===== src/rtl/lattice_bram_arbiter_if.sv =====
// Requester, read-return and BRAM-side signals of the lattice BRAM arbiter.
interface lattice_bram_arbiter_if #(
  parameter int ADDR_W = 16
);
  logic                   comp_req_in;
  logic                   comp_we_in;
  logic [8:0][ADDR_W-1:0] comp_addr_in;
  logic [8:0][7:0]        comp_data_in;
  logic                   comp_grant_out;
  logic                   comp_rvalid_out;
  logic [8:0][7:0]        comp_rdata_out;
  logic                   disp_req_in;
  logic [ADDR_W-1:0]      disp_addr_in;
  logic                   disp_grant_out;
  logic                   disp_rvalid_out;
  logic [8:0][7:0]        disp_rdata_out;
  logic [8:0][ADDR_W-1:0] bram_addr_out;
  logic                   bram_we_out;
  logic [8:0][7:0]        bram_wdata_out;
  logic [8:0][7:0]        bram_rdata_in;
  logic                   err_out;

  modport slave (
    input  comp_req_in, comp_we_in, comp_addr_in, comp_data_in,
    input  disp_req_in, disp_addr_in, bram_rdata_in,
    output comp_grant_out, comp_rvalid_out, comp_rdata_out,
    output disp_grant_out, disp_rvalid_out, disp_rdata_out,
    output bram_addr_out, bram_we_out, bram_wdata_out, err_out
  );

  modport master (
    output comp_req_in, comp_we_in, comp_addr_in, comp_data_in,
    output disp_req_in, disp_addr_in, bram_rdata_in,
    input  comp_grant_out, comp_rvalid_out, comp_rdata_out,
    input  disp_grant_out, disp_rvalid_out, disp_rdata_out,
    input  bram_addr_out, bram_we_out, bram_wdata_out, err_out
  );
endinterface


===== src/rtl/lattice_bram_arbiter.sv =====
// Shares the 9-bank lattice BRAM between the LBM compute engine and the display
// reader; display wins by default, compute is forced through after a bounded wait.
module lattice_bram_arbiter #(
  parameter int HPIXELS       = 320,
  parameter int VPIXELS       = 180,
  parameter int ADDR_W        = $clog2(HPIXELS*VPIXELS),
  parameter int READ_LATENCY  = 2,
  parameter int COMP_MAX_WAIT = 4
) (
  input  logic                  clk_in,
  input  logic                  rst_in,
  lattice_bram_arbiter_if.slave bus
);
  localparam int BRAM_DEPTH = HPIXELS*VPIXELS;
  localparam int CNT_W      = $clog2(COMP_MAX_WAIT+1);
  localparam logic [CNT_W-1:0]  CNT_MAX   = CNT_W'(COMP_MAX_WAIT);
  // One extra bit so a power-of-two depth does not wrap to zero.
  localparam logic [ADDR_W:0]   DEPTH_EXT = (ADDR_W+1)'(BRAM_DEPTH);

  function automatic logic [CNT_W-1:0] sat_inc(input logic [CNT_W-1:0] v);
    return (v >= CNT_MAX) ? CNT_MAX : v + CNT_W'(1);
  endfunction

  function automatic logic addr_oob(input logic [ADDR_W-1:0] a);
    return {1'b0, a} >= DEPTH_EXT;
  endfunction

  function automatic logic [8:0][7:0] mask_rdata(input logic oob, input logic [8:0][7:0] d);
    return oob ? '0 : d;
  endfunction

  logic [CNT_W-1:0]        starve_cnt;
  logic                    force_comp;
  logic                    comp_grant;
  logic                    disp_grant;
  logic                    comp_oob;
  logic                    disp_oob;
  logic [READ_LATENCY-1:0] tag_vld_p;
  logic [READ_LATENCY-1:0] tag_disp_p;
  logic [READ_LATENCY-1:0] tag_oob_p;

  always_comb begin
    force_comp = bus.comp_req_in && (starve_cnt >= CNT_MAX);
    comp_grant = !rst_in && bus.comp_req_in && (force_comp || !bus.disp_req_in);
    disp_grant = !rst_in && bus.disp_req_in && !force_comp;
    comp_oob   = 1'b0;
    for (int i = 0; i < 9; i++) begin
      comp_oob = comp_oob | addr_oob(bus.comp_addr_in[i]);
    end
    disp_oob = addr_oob(bus.disp_addr_in);
  end

  assign bus.comp_grant_out = comp_grant;
  assign bus.disp_grant_out = disp_grant;

  always_ff @(posedge clk_in) begin
    if (rst_in) begin
      starve_cnt <= '0;
    end else if (!bus.comp_req_in || comp_grant) begin
      starve_cnt <= '0;
    end else begin
      starve_cnt <= sat_inc(starve_cnt);
    end
  end

  // Issue stage: register BRAM address/data/we and launch the read tag.
  always_ff @(posedge clk_in) begin
    if (rst_in) begin
      bus.bram_addr_out  <= '0;
      bus.bram_wdata_out <= '0;
      bus.bram_we_out    <= 1'b0;
      bus.err_out        <= 1'b0;
      tag_vld_p          <= '0;
      tag_disp_p         <= '0;
      tag_oob_p          <= '0;
    end else begin
      bus.bram_we_out <= 1'b0;
      tag_vld_p[0]    <= disp_grant || (comp_grant && !bus.comp_we_in);
      tag_disp_p[0]   <= disp_grant;
      tag_oob_p[0]    <= disp_grant ? disp_oob : comp_oob;
      for (int i = 1; i < READ_LATENCY; i++) begin
        tag_vld_p[i]  <= tag_vld_p[i-1];
        tag_disp_p[i] <= tag_disp_p[i-1];
        tag_oob_p[i]  <= tag_oob_p[i-1];
      end
      if (disp_grant) begin
        bus.bram_addr_out <= {9{bus.disp_addr_in}};
      end else if (comp_grant) begin
        bus.bram_addr_out  <= bus.comp_addr_in;
        bus.bram_wdata_out <= bus.comp_data_in;
        // An out-of-range write is swallowed and flagged instead of aliasing.
        bus.bram_we_out    <= bus.comp_we_in && !comp_oob;
        if (bus.comp_we_in && comp_oob) begin
          bus.err_out <= 1'b1;
        end
      end
    end
  end

  // Return stage: capture BRAM data for the tag owner at the end of the pipeline.
  always_ff @(posedge clk_in) begin
    if (rst_in) begin
      bus.comp_rvalid_out <= 1'b0;
      bus.disp_rvalid_out <= 1'b0;
      bus.comp_rdata_out  <= '0;
      bus.disp_rdata_out  <= '0;
    end else begin
      bus.comp_rvalid_out <= tag_vld_p[READ_LATENCY-1] && !tag_disp_p[READ_LATENCY-1];
      bus.disp_rvalid_out <= tag_vld_p[READ_LATENCY-1] && tag_disp_p[READ_LATENCY-1];
      if (tag_vld_p[READ_LATENCY-1] && !tag_disp_p[READ_LATENCY-1]) begin
        bus.comp_rdata_out <= mask_rdata(tag_oob_p[READ_LATENCY-1], bus.bram_rdata_in);
      end
      if (tag_vld_p[READ_LATENCY-1] && tag_disp_p[READ_LATENCY-1]) begin
        bus.disp_rdata_out <= mask_rdata(tag_oob_p[READ_LATENCY-1], bus.bram_rdata_in);
      end
    end
  end
endmodule


===== src/flat_wrapper.sv =====
// flat-port wrapper written by rule: the top's interface ports become plain ports
module lattice_bram_arbiter_flat 
#(
  parameter int HPIXELS       = 320,
  parameter int VPIXELS       = 180,
  parameter int ADDR_W        = $clog2(HPIXELS*VPIXELS),
  parameter int READ_LATENCY  = 2,
  parameter int COMP_MAX_WAIT = 4
)
  (clk_in, rst_in, bus_comp_req_in, bus_comp_we_in, bus_comp_addr_in, bus_comp_data_in, bus_disp_req_in, bus_disp_addr_in, bus_bram_rdata_in, bus_comp_grant_out, bus_comp_rvalid_out, bus_comp_rdata_out, bus_disp_grant_out, bus_disp_rvalid_out, bus_disp_rdata_out, bus_bram_addr_out, bus_bram_we_out, bus_bram_wdata_out, bus_err_out);
  lattice_bram_arbiter_if #(.ADDR_W(ADDR_W)) bus_i ();
  input  logic clk_in;
  input  logic rst_in;
  input wire logic [$bits(bus_i.comp_req_in)-1:0] bus_comp_req_in;
  input wire logic [$bits(bus_i.comp_we_in)-1:0] bus_comp_we_in;
  input wire logic [$bits(bus_i.comp_addr_in)-1:0] bus_comp_addr_in;
  input wire logic [$bits(bus_i.comp_data_in)-1:0] bus_comp_data_in;
  input wire logic [$bits(bus_i.disp_req_in)-1:0] bus_disp_req_in;
  input wire logic [$bits(bus_i.disp_addr_in)-1:0] bus_disp_addr_in;
  input wire logic [$bits(bus_i.bram_rdata_in)-1:0] bus_bram_rdata_in;
  output wire logic [$bits(bus_i.comp_grant_out)-1:0] bus_comp_grant_out;
  output wire logic [$bits(bus_i.comp_rvalid_out)-1:0] bus_comp_rvalid_out;
  output wire logic [$bits(bus_i.comp_rdata_out)-1:0] bus_comp_rdata_out;
  output wire logic [$bits(bus_i.disp_grant_out)-1:0] bus_disp_grant_out;
  output wire logic [$bits(bus_i.disp_rvalid_out)-1:0] bus_disp_rvalid_out;
  output wire logic [$bits(bus_i.disp_rdata_out)-1:0] bus_disp_rdata_out;
  output wire logic [$bits(bus_i.bram_addr_out)-1:0] bus_bram_addr_out;
  output wire logic [$bits(bus_i.bram_we_out)-1:0] bus_bram_we_out;
  output wire logic [$bits(bus_i.bram_wdata_out)-1:0] bus_bram_wdata_out;
  output wire logic [$bits(bus_i.err_out)-1:0] bus_err_out;
  assign bus_i.comp_req_in = bus_comp_req_in;
  assign bus_i.comp_we_in = bus_comp_we_in;
  assign bus_i.comp_addr_in = bus_comp_addr_in;
  assign bus_i.comp_data_in = bus_comp_data_in;
  assign bus_i.disp_req_in = bus_disp_req_in;
  assign bus_i.disp_addr_in = bus_disp_addr_in;
  assign bus_i.bram_rdata_in = bus_bram_rdata_in;
  assign bus_comp_grant_out = bus_i.comp_grant_out;
  assign bus_comp_rvalid_out = bus_i.comp_rvalid_out;
  assign bus_comp_rdata_out = bus_i.comp_rdata_out;
  assign bus_disp_grant_out = bus_i.disp_grant_out;
  assign bus_disp_rvalid_out = bus_i.disp_rvalid_out;
  assign bus_disp_rdata_out = bus_i.disp_rdata_out;
  assign bus_bram_addr_out = bus_i.bram_addr_out;
  assign bus_bram_we_out = bus_i.bram_we_out;
  assign bus_bram_wdata_out = bus_i.bram_wdata_out;
  assign bus_err_out = bus_i.err_out;
  lattice_bram_arbiter #(.HPIXELS(HPIXELS), .VPIXELS(VPIXELS), .ADDR_W(ADDR_W), .READ_LATENCY(READ_LATENCY), .COMP_MAX_WAIT(COMP_MAX_WAIT)) u_core (.clk_in(clk_in), .rst_in(rst_in), .bus(bus_i));
endmodule

===== config.mk =====
export PLATFORM = sky130hd
export DESIGN_NAME = lattice_bram_arbiter_flat
export DESIGN_NICKNAME = d
export VERILOG_FILES = /design/src/rtl/lattice_bram_arbiter_if.sv /design/src/rtl/lattice_bram_arbiter.sv /design/src/flat_wrapper.sv
export SDC_FILE = /design/constraint.sdc
export NUM_CORES = 1
export LEC_CHECK = 0
export ABC_CLOCK_PERIOD_IN_PS = 2400
export CAP_MARGIN = 20
export CORE_AREA = 2 2 265 267
export CTS_CLUSTER_SIZE = 14
export DETAILED_ROUTE_END_ITERATION = 10
export DIE_AREA = 0 0 267 269
export SETUP_SLACK_MARGIN = 0.2
export SYNTH_ARGS = -nofsm -noshare
export SYNTH_HDL_FRONTEND = slang
export SYNTH_SLANG_ARGS = --single-unit

===== constraint.sdc =====
create_clock -name clk_in -period 2.4 [get_ports clk_in]
set_input_delay 0.24 -clock clk_in [delete_from_list [all_inputs] [get_ports clk_in]]
set_output_delay 0.24 -clock clk_in [all_outputs]
set_load 0.05 [all_outputs]

Word level (Yosys, flattened, before mapping)
Index checks and enable logic that the tools add are counted.
- flip-flop bits (word level): 373
- word-level logic and storage cells: 98
- input bits: 309
- ROM bits: 0
- output and inout bits: 366
- RAM bits: 0
- latch bits: 0
- memories kept: 0
- reductions and logical operators: 26
- bitwise operators: 10
- add/subtract/negate cells: 1
- div/mod/pow operators: 0
- equal/unequal tests: 0
- $mul: 0
- multiplexer cells: 5
- order comparisons: 11
- shift-type cells: 0
- operators by type and width (cell ; number):
    two-way mux 144 bit ; 2
    >= comparator 16 bit, second input constant ; 10
    two-way mux 72 bit ; 1
    logical AND 1 bit ; 10
    bitwise OR 1 bit ; 8
    zero test 1 bit ; 7
    OR reduction 3 bit ; 2
    adder 3 x 1 -> 3 bit, second input constant ; 1
    >= comparator 3 bit, second input constant ; 1
    logical OR 1 bit ; 3
    two-way mux 3 bit ; 1
    AND reduction 3 bit ; 1
    inverter 1 bit ; 2
    AND reduction 2 bit ; 1
    nonzero test 2 bit ; 1
    OR reduction 2 bit ; 1
    two-way mux 1 bit ; 1

Depth between registers and ports, before layout
Gate-level depths: netlist (run 1).
- depth after elaboration: 11
- gate-level depth with buffers: 8
- mapped depth without buffers: 5

Worst setup path before layout (run 1)
Ideal clock, no wire load.
- path kind: in2reg
- from: input port bus_comp_addr_in[75]
- to: register u_core.tag_oob_p[0]
- buffers on the path: 0
- stages: 5
- setup time: 0.137 ns
- slack: 0.921 ns
- required time: 2.263 ns
- arrival: 1.342 ns
- cell sequence: or4_1 -> o2111ai_2 -> nand3_1 -> nor3_2 -> a211oi_1
- word-level cells in the longest chain between the ends: 7
- RTL lines (element ; RTL line ; RTL):
    from (decl) ; flat_wrapper.sv:16 ; input wire logic [$bits(bus_i.comp_addr_in)-1:0] bus_comp_addr_in;
    >= comparator 16 bit ; lattice_bram_arbiter.sv:25 ; return {1'b0, a} >= DEPTH_EXT;
    bitwise OR 1 bit (5 in series) ; lattice_bram_arbiter.sv:48 ; comp_oob = comp_oob | addr_oob(bus.comp_addr_in[i]);
    two-way mux 1 bit ; lattice_bram_arbiter.sv:80 ; tag_oob_p[0] <= disp_grant ? disp_oob : comp_oob;
    to (signal assigned) ; lattice_bram_arbiter.sv:80 ;
    to (signal, indexed assignment) ; lattice_bram_arbiter.sv:84 ; tag_oob_p[i] <= tag_oob_p[i-1];
    to (decl) ; lattice_bram_arbiter.sv:40 ; logic [READ_LATENCY-1:0] tag_oob_p;
Every way passes these cells.
A chain may end at the register's enable or synchronous reset.

Worst setup path in the final report (run 1)
- from: register u_core.bus.bram_addr_out[79]
- to: output port bus_bram_addr_out[79]
- RTL lines (element ; RTL line ; RTL):
    from (decl) ; lattice_bram_arbiter_if.sv:28 ; output bram_addr_out, bram_we_out, bram_wdata_out, err_out
    from (signal assigned) ; lattice_bram_arbiter.sv:87 ; bus.bram_addr_out <= {9{bus.disp_addr_in}};
    from (signal assigned) ; lattice_bram_arbiter.sv:89 ; bus.bram_addr_out <= bus.comp_addr_in;
    to (decl) ; flat_wrapper.sv:27 ; output wire logic [$bits(bus_i.bram_addr_out)-1:0] bus_bram_addr_out;
No word-level cell between the ends.

==> results of run 1 <==
## synth_stat cells
master	n
a211oi_1	1
a21oi_1	289
a41oi_1	1
and2_1	1
and3_1	1
buf_1	4
buf_2	33
clkbuf_1	79
dfxtp_1	373
ha_1	2
inv_1	5
inv_2	1
mux2i_1	144
nand2_1	365
nand2_2	1
nand2b_1	74
nand3_1	1
nand3b_1	1
nand4_1	1
nor2_1	6
nor2b_1	76
nor3_1	1
nor3_2	1
nor4_2	1
o2111ai_1	8
o2111ai_2	1
o21ai_0	1
o21ai_1	72
o21bai_1	16
o22ai_1	1
or4_1	9
## sequential cells by signal (all words and copies together) (netlist names), 2 cells and up
name and flops:
u_core.bus.bram_addr_out 144, u_core.bus.bram_wdata_out 72, u_core.bus.comp_rdata_out 72, u_core.bus.disp_rdata_out 72, u_core.starve_cnt 3, u_core.tag_disp_p 2
u_core.tag_oob_p 2, u_core.tag_vld_p 2
## final timing paths
path / end / slack [ns] / cells after the start
worst max register to register: u_core.bus.disp_rdata_out[47] / 0.75 / 4
worst min register to register: u_core.starve_cnt[0] / 0.45 / 1
worst min-delay path: u_core.starve_cnt[0] / 0.06 / 3
worst max-delay path: bus_bram_addr_out[79] / 0.30 / 1
## kinds of logic after synthesis
| logic type | Yosys count |
|---|---|
| fa+ha+maj | 2 |
| buf+inv | 122 |
| flops | 373 |
| mux | 144 |
| compound gates | 390 |
| simple gates | 539 |
## per-stage QoR
step | hold WS (ns) | utilization
floorplan | 0.3514 | -
global placement | 0.4248 | 0.3180
detailed placement | 0.4441 | 0.3180
CTS | 0.01659 | 0.3376
global route | 0.03986 | 0.3383
finish | 0.05672 | 0.3383
## placed cells by master, fill, tap and decap left out, drive strengths merged, types with 9 or more instances in the layout
master,synthesis,routed
clkdlybuf4s50,0,666
dfxtp,373,373
nand2,366,366
a21oi,289,289
mux2i,144,144
nor2b,76,76
nand2b,74,74
o21ai,73,73
buf,37,65
clkbuf,79,63
o21bai,16,16
or4,9,9
o2111ai,9,9
inv,6,9
## metal layers
metal | routed length, µm | up-vias | GRT usage | part of all wire
li1 | - | 6579 | - | -
met1 | 24660 | 6381 | 0.1816 | 0.41
met2 | 28280 | 519 | 0.2586 | 0.47
met3 | 5112 | 99 | 0.05333 | 0.085
met4 | 1786 | 6 | 0.05284 | 0.030
met5 | 34 | - | 0 | 0.00057
## power groups by stage
| stage | clock network, mW | logic [mW] | registers (mW) |
|---|---|---|---|
| 2_1_floorplan | 0 | 0.753 | 7.96 |
| 3_3_place_gp | 0 | 3.48 | 6.85 |
| 3_5_place_dp | 0 | 3.49 | 6.86 |
| 4_1_cts | 6.66 | 3.51 | 6.73 |
| 5_1_grt | 6.90 | 3.66 | 6.76 |
| 6_report | 6.44 | 3.50 | 6.73 |
## cell type report
cell class              count  area, µm²  area share
multi-input cells        1075       6006      0.2562
inverters                   6      22.52   0.0009607
clock buffers              61       1224     0.05220
clock inverters            13      132.6    0.005658
repair buffers            734       7413      0.3162
flip-flops and latches    373       7468      0.3186
well taps                 940       1176     0.05017
## worst reg2reg max path, delay by kind of cell (launching register included)
kind / cells / cell delay, ns
compound gates: 1 / 0.14
simple gates: 2 / 0.69
flops: 1 / 0.42
buf+inv: 1 / 0.33
## repair_timing
action / 4_1_cts / 5_1_grt
resized for setup: 1 / 1
pin swaps: 0 / 0
endpoints found under the setup margin: 1 / 1
gates cloned: 0 / 2
buffers inserted: 0 / 3
==> results.tsv, run 1 <==
stage	metric	value	unit
pwr	Power Total	16.67	mW
logic_synthesis	Mean Syn Cell Area	8.876	µm²
critical_path	CP Launch Type	flip-flop	
logic_synthesis	Mapped Nets	1881	
place	hpwl dp	44740	µm
clock_network	Clock Pin Slew Worst Setup and Hold Paths	0.06	ns
critical_path	delay-heaviest family, CP	buffers and inverters	
routing	routed vias	13580	
pwr	P_sw	4.996	mW
critical_path	Worst setup startpoint	u_core.bus.bram_addr_out[79]	
pwr	Int Pwr	11.68	mW
flow_run	max_cap viols	0	
logic_synthesis	#FFs+latches synth	373	
timing	fin crit period	2.096	ns
min_path	Min-Delay Path Class	in2reg	
clock_network	H-tree depth	2	
critical_path	CP Max Fanout	2	
floorplanning	chip width	267	µm
global_routing	Total Routing Usage GR	0.1536	
critical_path	critical path endpoint category	output pin	
floorplanning	Rows	97	
min_path	HP Start	bus_comp_req_in	
critical_path	CP peak stage delay	0.93	ns
routing	Via density	4.242	
logic_synthesis	Synth Area in Compound Gates	0.1463	
pwr	Clk pwr share	0.386	
place	I/O Buffers	674	
pwr	Max rail drop VDD	0.5722	mV
clock_network	Num CTS Buffers	43	
floorplanning	Initial Utilization	0.2011	
logic_synthesis	Synth Area in XOR/XNOR	0	
timing	Fmax	477.0	MHz
logic_synthesis	Yosys top cell area share	0.5358	
global_routing	antenna violations before repair	3	
critical_path	R2R Path Start	u_core.tag_disp_p[1]	
timing	Least-Margin Pin Slew	1.008	ns
global_routing	largest net degree at the start of global routing	199	
logic_synthesis	Adder-Cell Fraction of Synth Area	0.001796	
clock_network	CTS tree	yes	
routing	antenna-violating nets left	0	
logic_synthesis	Post-Synthesis Cell Area	13940	µm²
finish	# fillers	7029	
floorplanning	IO Pins	675	
finish	# nets final	2544	
critical_path	Req. time, crit path	2.16	ns
floorplanning	Core Region	69300	µm²
place	Placer Congestion	0.8547	
floorplanning	die height	269	µm
critical_path	crit path buf inv count	1	
global_routing	vias in the first global route	13430	
pwr	Combinational Power Share	0.210	
finish	Final Cell Area	23440	µm²
logic_synthesis	cell count after synthesis	1570	
finish	Synth-to-Final Area Change	68.22	%
timing	TNS Setup	0	ns
logic_synthesis	largest family of logic cells by synthesized area	simple AND/OR/NAND/NOR gates	
place	pre-CTS WS	0.03415	ns
critical_path	Worst EP arrival	1.86	ns
timing	Tcrit/Tclk final	0.8735	
logic_synthesis	dominant cell type by area after synthesis	dfxtp_1	
logic_synthesis	Synth area leaders	dfxtp_1 54%, a21oi_1 10%, mux2i_1 10%	
timing	PnR worst setup slack	0.3037	ns
routing	First-pass DRT Iterations	5	
place	placed cell count	3123	
finish	Post-Layout Cell Count	3202	
clock_network	Hold Buf Count CTS	0	
timing	Worst slew margin	0.3282	
pwr	Reg power frac	0.404	
logic_synthesis	synth unique cells	31	
timing	RSZ-0062 raised after global routing	false	
clock_network	Clk Latency, worst-skew pair	0.56	ns
global_routing	first-pass GRT wire length	83840	µm
pwr	PD cells	711.1	nW/µm²
finish	share of layout cells above drive strength 1	0.06410	
pwr	switching power share of the total	0.2997	
logic_synthesis	mux share of post-synthesis cell area	0.1034	
finish	ant diodes	0	
floorplanning	Die Area	71820	µm²
timing	clock skew	0.01475	ns
timing	Max Slew Vio Count	0	
routing	WL final	59880	µm
pwr	Pleak	8.649	nW
routing	Wirelength per Cell	18.70	µm
clock_network	clock sink total	373	
critical_path	critical path type	reg2out	
critical_path	worst path cell trace	clkdlybuf4s50_1	
critical_path	Slowest cell on crit path	clkdlybuf4s50_1	
clock_network	Clock Tree Buf Depth	3	
run_status	status	completed	
clock_network	Root Driver	clkbuf_16	
logic_synthesis	Synth Warn #	0	
logic_synthesis	Post-Synth Simple-Gate Area	0.1768	
logic_synthesis	sequential share of the synthesized area	0.5358	
routing	drc violations	0	
timing	Hold Violations, Final	0	
routing	DR iter-0 viols	735	
global_routing	gr ovfl total	0	
place	dpl cell area	22040	µm²
timing	# setup viols final	0	
(Power assumes the default switching activity.)
==> inputs of run 2 (changes only) <==
--- a/config.mk
+++ b/config.mk
@@ -11,6 +11,7 @@
 export CTS_CLUSTER_SIZE = 14
 export DETAILED_ROUTE_END_ITERATION = 10
 export DIE_AREA = 0 0 267 269
+export MAX_ROUTING_LAYER = met4
 export SETUP_SLACK_MARGIN = 0.2
 export SYNTH_ARGS = -nofsm -noshare
 export SYNTH_HDL_FRONTEND = slang
==> run 2 against run 1 <==
Effect of this change:
- final area about the same
- worst setup slack improved by 0.0021 ns
- sequential share of layout area about the same
- global-route usage increased by 0.45 points
- die area unchanged
- routed wire length decreased by 0.13%
- hold slack got worse by 0.0029 ns
- sequential cell count unchanged
- fmax about the same
- total power about the same
- critical path depth unchanged
==> results.tsv, run 2 (synthesized netlist as in run 1, its figures left out) <==
stage	metric	value	unit	change
critical_path	R2R Setup Slk	0.76	ns	about the same
clock_network	Clock Pin Slew Worst Setup and Hold Paths	0.06	ns	about the same
global_routing	vias in the first global route	13470		+0.33%
clock_network	Num CTS Buffers	43		unchanged
finish	share of layout cells above drive strength 1	0.06410		unchanged
min_path	HP Start	bus_comp_req_in		
finish	most common cell after layout, fill and taps aside	clkdlybuf4s50_1		
flow_run	max_cap viols	0		unchanged
timing	Hold Slack	0.05383	ns	-0.002893 ns
timing	Worst slew margin	0.3573		+0.02912
timing	Max Slew Vio Count	0		unchanged
pwr	Pleak	8.649	nW	about the same
critical_path	critical path type	reg2out		
routing	Via density	4.243		about the same
critical_path	reg2reg end	u_core.bus.bram_addr_out[38]		
floorplanning	Die Area	71820	µm²	unchanged
global_routing	largest net degree at the start of global routing	199		unchanged
finish	most frequent cells in the layout	666 x clkdlybuf4s50_1, 372 x dfxtp_1, 364 x nand2_1		
timing	Hold Violations, Final	0		unchanged
routing	WL final	59810	µm	-0.13%
critical_path	Req. time, crit path	2.16	ns	about the same
min_path	Min-Delay Path Class	in2reg		
floorplanning	Core Region	69300	µm²	unchanged
critical_path	CP peak stage delay	0.93	ns	about the same
critical_path	Worst Setup EP	bus_bram_addr_out[79]		
place	Placer Congestion	0.8683		+1.6%
global_routing	gr ovfl total	0		unchanged
timing	Least-Margin Pin Slew	0.9641	ns	-0.04368 ns
routing	routed vias	13600		+0.10%
critical_path	CP Depth	1		unchanged
critical_path	CP Launch Type	flip-flop		
place	hpwl dp	44740	µm	unchanged
timing	RSZ-0062 raised after global routing	false		
global_routing	antenna violations before repair	3		unchanged
finish	max reg flops	144		unchanged
critical_path	crit path buf inv count	1		unchanged
pwr	Max rail drop VDD	0.5745	mV	+0.40%
routing	First-pass DRT Iterations	5		unchanged
clock_network	clock sink total	373		unchanged
finish	# nets final	2544		unchanged
floorplanning	die height	269	µm	unchanged
critical_path	R2R Path Start	u_core.starve_cnt[2]		
floorplanning	Rows	97		unchanged
critical_path	critical path endpoint category	output pin		
pwr	PD cells	710.8	nW/µm²	about the same
run_status	status	completed		
routing	drc violations	0		unchanged
routing	DR iter-0 viols	696		-5.3%
timing	Tcrit/Tclk final	0.8726		about the same
global_routing	Total Routing Usage GR	0.1581		+0.004491
critical_path	Slowest cell on crit path	clkdlybuf4s50_1		
critical_path	Worst EP arrival	1.85	ns	about the same
floorplanning	chip width	267	µm	unchanged
critical_path	Worst setup startpoint	u_core.bus.bram_addr_out[79]		
clock_network	Root Driver	clkbuf_16		
finish	Synth-to-Final Area Change	68.27	%	about the same
place	I/O Buffers	674		unchanged
global_routing	first-pass GRT wire length	83590	µm	-0.30%
critical_path	CP Max Fanout	2		unchanged
timing	# setup viols final	0		unchanged
clock_network	Hold Buf Count CTS	0		unchanged
critical_path	delay-heaviest family, CP	buffers and inverters		
floorplanning	Initial Utilization	0.2011		unchanged
clock_network	H-tree depth	2		unchanged
timing	TNS Setup	0	ns	unchanged
clock_network	Clock Tree Buf Depth	3		unchanged
floorplanning	IO Pins	675		unchanged
routing	antenna-violating nets left	0		unchanged
critical_path	FF-to-FF path depth	6		+2
critical_path	worst path cell trace	clkdlybuf4s50_1		
clock_network	Clk Latency, worst-skew pair	0.56	ns	about the same
routing	Wirelength per Cell	18.66	µm	-0.22%
finish	Reg with most FFs	u_core.bus.bram_addr_out		
timing	clock skew	0.01219	ns	-0.002559 ns
clock_network	CTS tree	yes		
timing	fin crit period	2.094	ns	-0.002073 ns
timing	Fmax	477.5	MHz	about the same
==> run 2: cell count changes in the layout (fill, tap and decap cells not counted) <==
| cell | delta |
|---|---|
| diode_2 | +3 |
==> run 2: metal layers <==
layer | track usage | routed length, µm | vias to the layer above
li1 | - | - | 6588
met1 | 0.1832 | 24910 | 6400
met2 | 0.2580 | 28180 | 512
met3 | 0.05032 | 4872 | 98
met4 | 0.05421 | 1847 | 0
met5 | - | 0 | -
==> run 2: report_power, final <==
part           internal [mW]  switching (mW)  total [mW]
Clock                   3.76            2.68        6.44
Sequential              6.53           0.199        6.73
Combinational           1.38            2.11        3.50
Total                   11.7            4.99        16.7
==> run 2: timing repair <==
action	CTS	global route
setup buffers	0	3
pin swaps	0	0
gates resized for setup	1	1
setup endpoints to repair	1	1
gates cloned	0	2
==> run 2: cell type report <==
cell class	instances	area, µm²
Fill cell	7029	45850
Clock inverter	13	132.6
Antenna cell	3	7.507
Inverter	6	22.52
Timing Repair Buffer	734	7413
Tap cell	940	1176
Multi-Input combinational cell	1075	6006
Clock buffer	61	1224
Sequential cell	373	7468
==> run 2: worst min-delay path by stage <==
| stage | endpoint | slack (ns) | cells after the start |
|---|---|---|---|
| 6_report | u_core.starve_cnt[0] | 0.05 | 3 |
| 3_3_place_gp | u_core.starve_cnt[0] | 0.42 | 1 |
| 5_1_grt | u_core.starve_cnt[0] | 0.04 | 3 |
| 4_1_cts | u_core.starve_cnt[0] | 0.02 | 3 |
| 2_1_floorplan | u_core.tag_vld_p[0] | 0.35 | 1 |
| 3_5_place_dp | u_core.starve_cnt[0] | 0.44 | 1 |
==> run 2: per-stage QoR <==
step | power (mW) | setup WS, ns | instance area [µm²] | std cells | utilization
6_report | 16.67 | 0.3058 | 23450 | 3205 | 0.3384
5_1_grt | 17.33 | 0.2039 | 23450 | 3205 | 0.3384
4_1_cts | 16.90 | 0.2197 | 23390 | 3197 | 0.3376
3_5_place_dp | 10.36 | 0.03415 | 22040 | 3123 | 0.3180
3_3_place_gp | 10.33 | -0.001711 | 22040 | 3123 | 0.3180
2_1_floorplan | 8.711 | 0.9206 | 13940 | 1570 | -
==> patch: new RTL, flow settings as in run 1 <==
`READ_LATENCY` is set to 2 in 2 places; all go to 1.
--- a/src/rtl/lattice_bram_arbiter.sv
+++ b/src/rtl/lattice_bram_arbiter.sv
@@ -6,3 +6,3 @@
   parameter int ADDR_W        = $clog2(HPIXELS*VPIXELS),
-  parameter int READ_LATENCY  = 2,
+  parameter int READ_LATENCY  = 1,
   parameter int COMP_MAX_WAIT = 4
--- a/src/flat_wrapper.sv
+++ b/src/flat_wrapper.sv
@@ -6,3 +6,3 @@
   parameter int ADDR_W        = $clog2(HPIXELS*VPIXELS),
-  parameter int READ_LATENCY  = 2,
+  parameter int READ_LATENCY  = 1,
   parameter int COMP_MAX_WAIT = 4
Behaviour: not the same (Yosys sat finds a counterexample within 4 cycles, from zero or initial values and one cycle with rst_in high).
==> patch against run 1 <==
  * Die area stayed put
  * Wire length is 2.2% lower
  * Via count is 0.15% higher
  * Highest routed layer unchanged
  * Final area hardly changed
  * Synthesized area is 0.64% lower
  * Critical path type unchanged
  * Power is 5.2% higher
  * Sequential cell count is 3 lower
  * Clock skew is 0.0031 ns higher
  * Worst setup slack worse by 0.058 ns
==> patch: results (changes against run 1) <==
crit path max-delay cell type=clkdlybuf4s50_1; Reg clk slew, reported paths=0.06 ns (about the same); CTS root buffer=clkbuf_16; Crit path largest cell delay=0.88 ns (-0.05 ns); Synth area leaders=dfxtp_1 (53%), a21oi_1 (10%), mux2i_1 (10%); Mapped Nets=1,875 (-0.32%); global-route wire length before repair=83,600 um (-0.30%); delay-heaviest family, CP=buffers and inverters; Distinct cells, synth=28 (-9.7%); largest net degree at the start of global routing=128 (-36%); DRT iter0 DRCs=731 (-0.54%); worst hold path class=input pin to flip-flop; Total GRT Usage=15.2% (-0.11 points); RePlAce Congestion=0.867 (+1.5%); # port buffers=674 (unchanged); Synth async-reset ratio=0% (unchanged); maximum vdd drop=481 uV (-16%); Num CTS Buffers=45 (+4.7%); R2R cell count=4 (unchanged); max_cap viols=0 (unchanged); Most flops, register=u_core.bus.bram_addr_out; Final Hold Viols=0 (unchanged); first drt pass iteration count=4 (-1); Clock Skews=0.0179 ns (+0.00312 ns); sequential power=6.73 mW (about the same); Layout Nets=2,526 (-0.71%); P_int=12.2 mW (+4.4%); wire per inst=18.3 um (-2.0%); initial antenna violation count=7 (+4); Post-Place Setup Slack=0.0611 ns (+0.0270 ns); vias=13.6k (+0.15%); Crit Path Max Fanout=2 (unchanged); Post-DP HPWL=43,300 um (-3.2%); sequential-to-total area share from yosys stat=53.5% (-0.090 points); Max-Slew Margin vs Limit=46.0% (+13 points); outcome=finished, final reports clean; H-tree Lvls=2 (unchanged); leakage=8.64 nW (-0.11%); Longest Clk Path Bufs=3 (unchanged); share of cells above drive strength 1=5.99% (-0.42 points); CTS resizes=0 (-1); clock power share=40.4% (+1.8 points); worst skew pair latency=0.58 ns (+0.02 ns); crit path DAT=1.91 ns (+0.05 ns); vias in the first global route=13.5k (+0.44%); switch share=30.5% (+0.55 points); max reg flops=144 (unchanged); Synth warnings=0 (unchanged); hold path cells=3 (unchanged); commonest cells in the synthesized netlist=dfxtp_1 (370), nand2_1 (366), a21oi_1 (289)
patch: cell types whose count changed after synthesis, moves of 3 or more:
| cell | before | now |
|---|---|---|
| o21ai_0 | 1 | 68 |
| o21ai_1 | 72 | 5 |
| buf_1 | 4 | 12 |
| clkbuf_1 | 79 | 72 |
| dfxtp_1 | 373 | 370 |
| nor2b_1 | 76 | 73 |
patch: final timing paths:
| kind | to | startpoint | slack [ns] |
|---|---|---|---|
| max | bus_bram_addr_out[131] | u_core.bus.bram_addr_out[131] | 0.25 |
| min | u_core.bus.bram_wdata_out[35] | bus_comp_data_in[35] | 0.22 |
| max reg2reg | u_core.bus.disp_rdata_out[36] | u_core.tag_disp_p | 0.70 |
| min reg2reg | u_core.starve_cnt[0] | u_core.starve_cnt[0] | 0.45 |
patch: logic make-up after synthesis:
group,synth area share (%)
compound gates,14.7
simple gates,17.6
mux,10.4
buf+inv,3.60
fa+ha+maj,0.181
flops,53.5
patch: timing repair:
action	in CTS	in global routing
hold endpoints to repair	4	0
buffers inserted	0	0
hold buffers	2	0
patch: per-layer routing:
metal	GRT usage, %	wire, um	vias up
met3	4.43	4420	97
li1	-	-	6559
met2	25.7	27800	539
met1	18.5	24600	6406
met5	0	22	-
met4	5.51	1740	4
patch: cell type report:
class,count,area [um2]
antenna,3,7.51
fill,7073,45900
timing repair buffer,720,7280
clock inverter,22,283
inverter,6,22.5
tap,940,1180
multi-input combinational,1072,5970
sequential,370,7410
clock buffer,62,1290
patch: through the flow:
stage	area [um2]	instances	hold slack (ns)	util (%)
floorplan	13800	1564	0.349	-
global placement	21800	3106	0.426	31.5
detailed placement	21800	3106	0.446	31.5
CTS	23400	3192	0.178	33.8
global route	23400	3194	0.194	33.8
finish	23400	3195	0.225	33.8
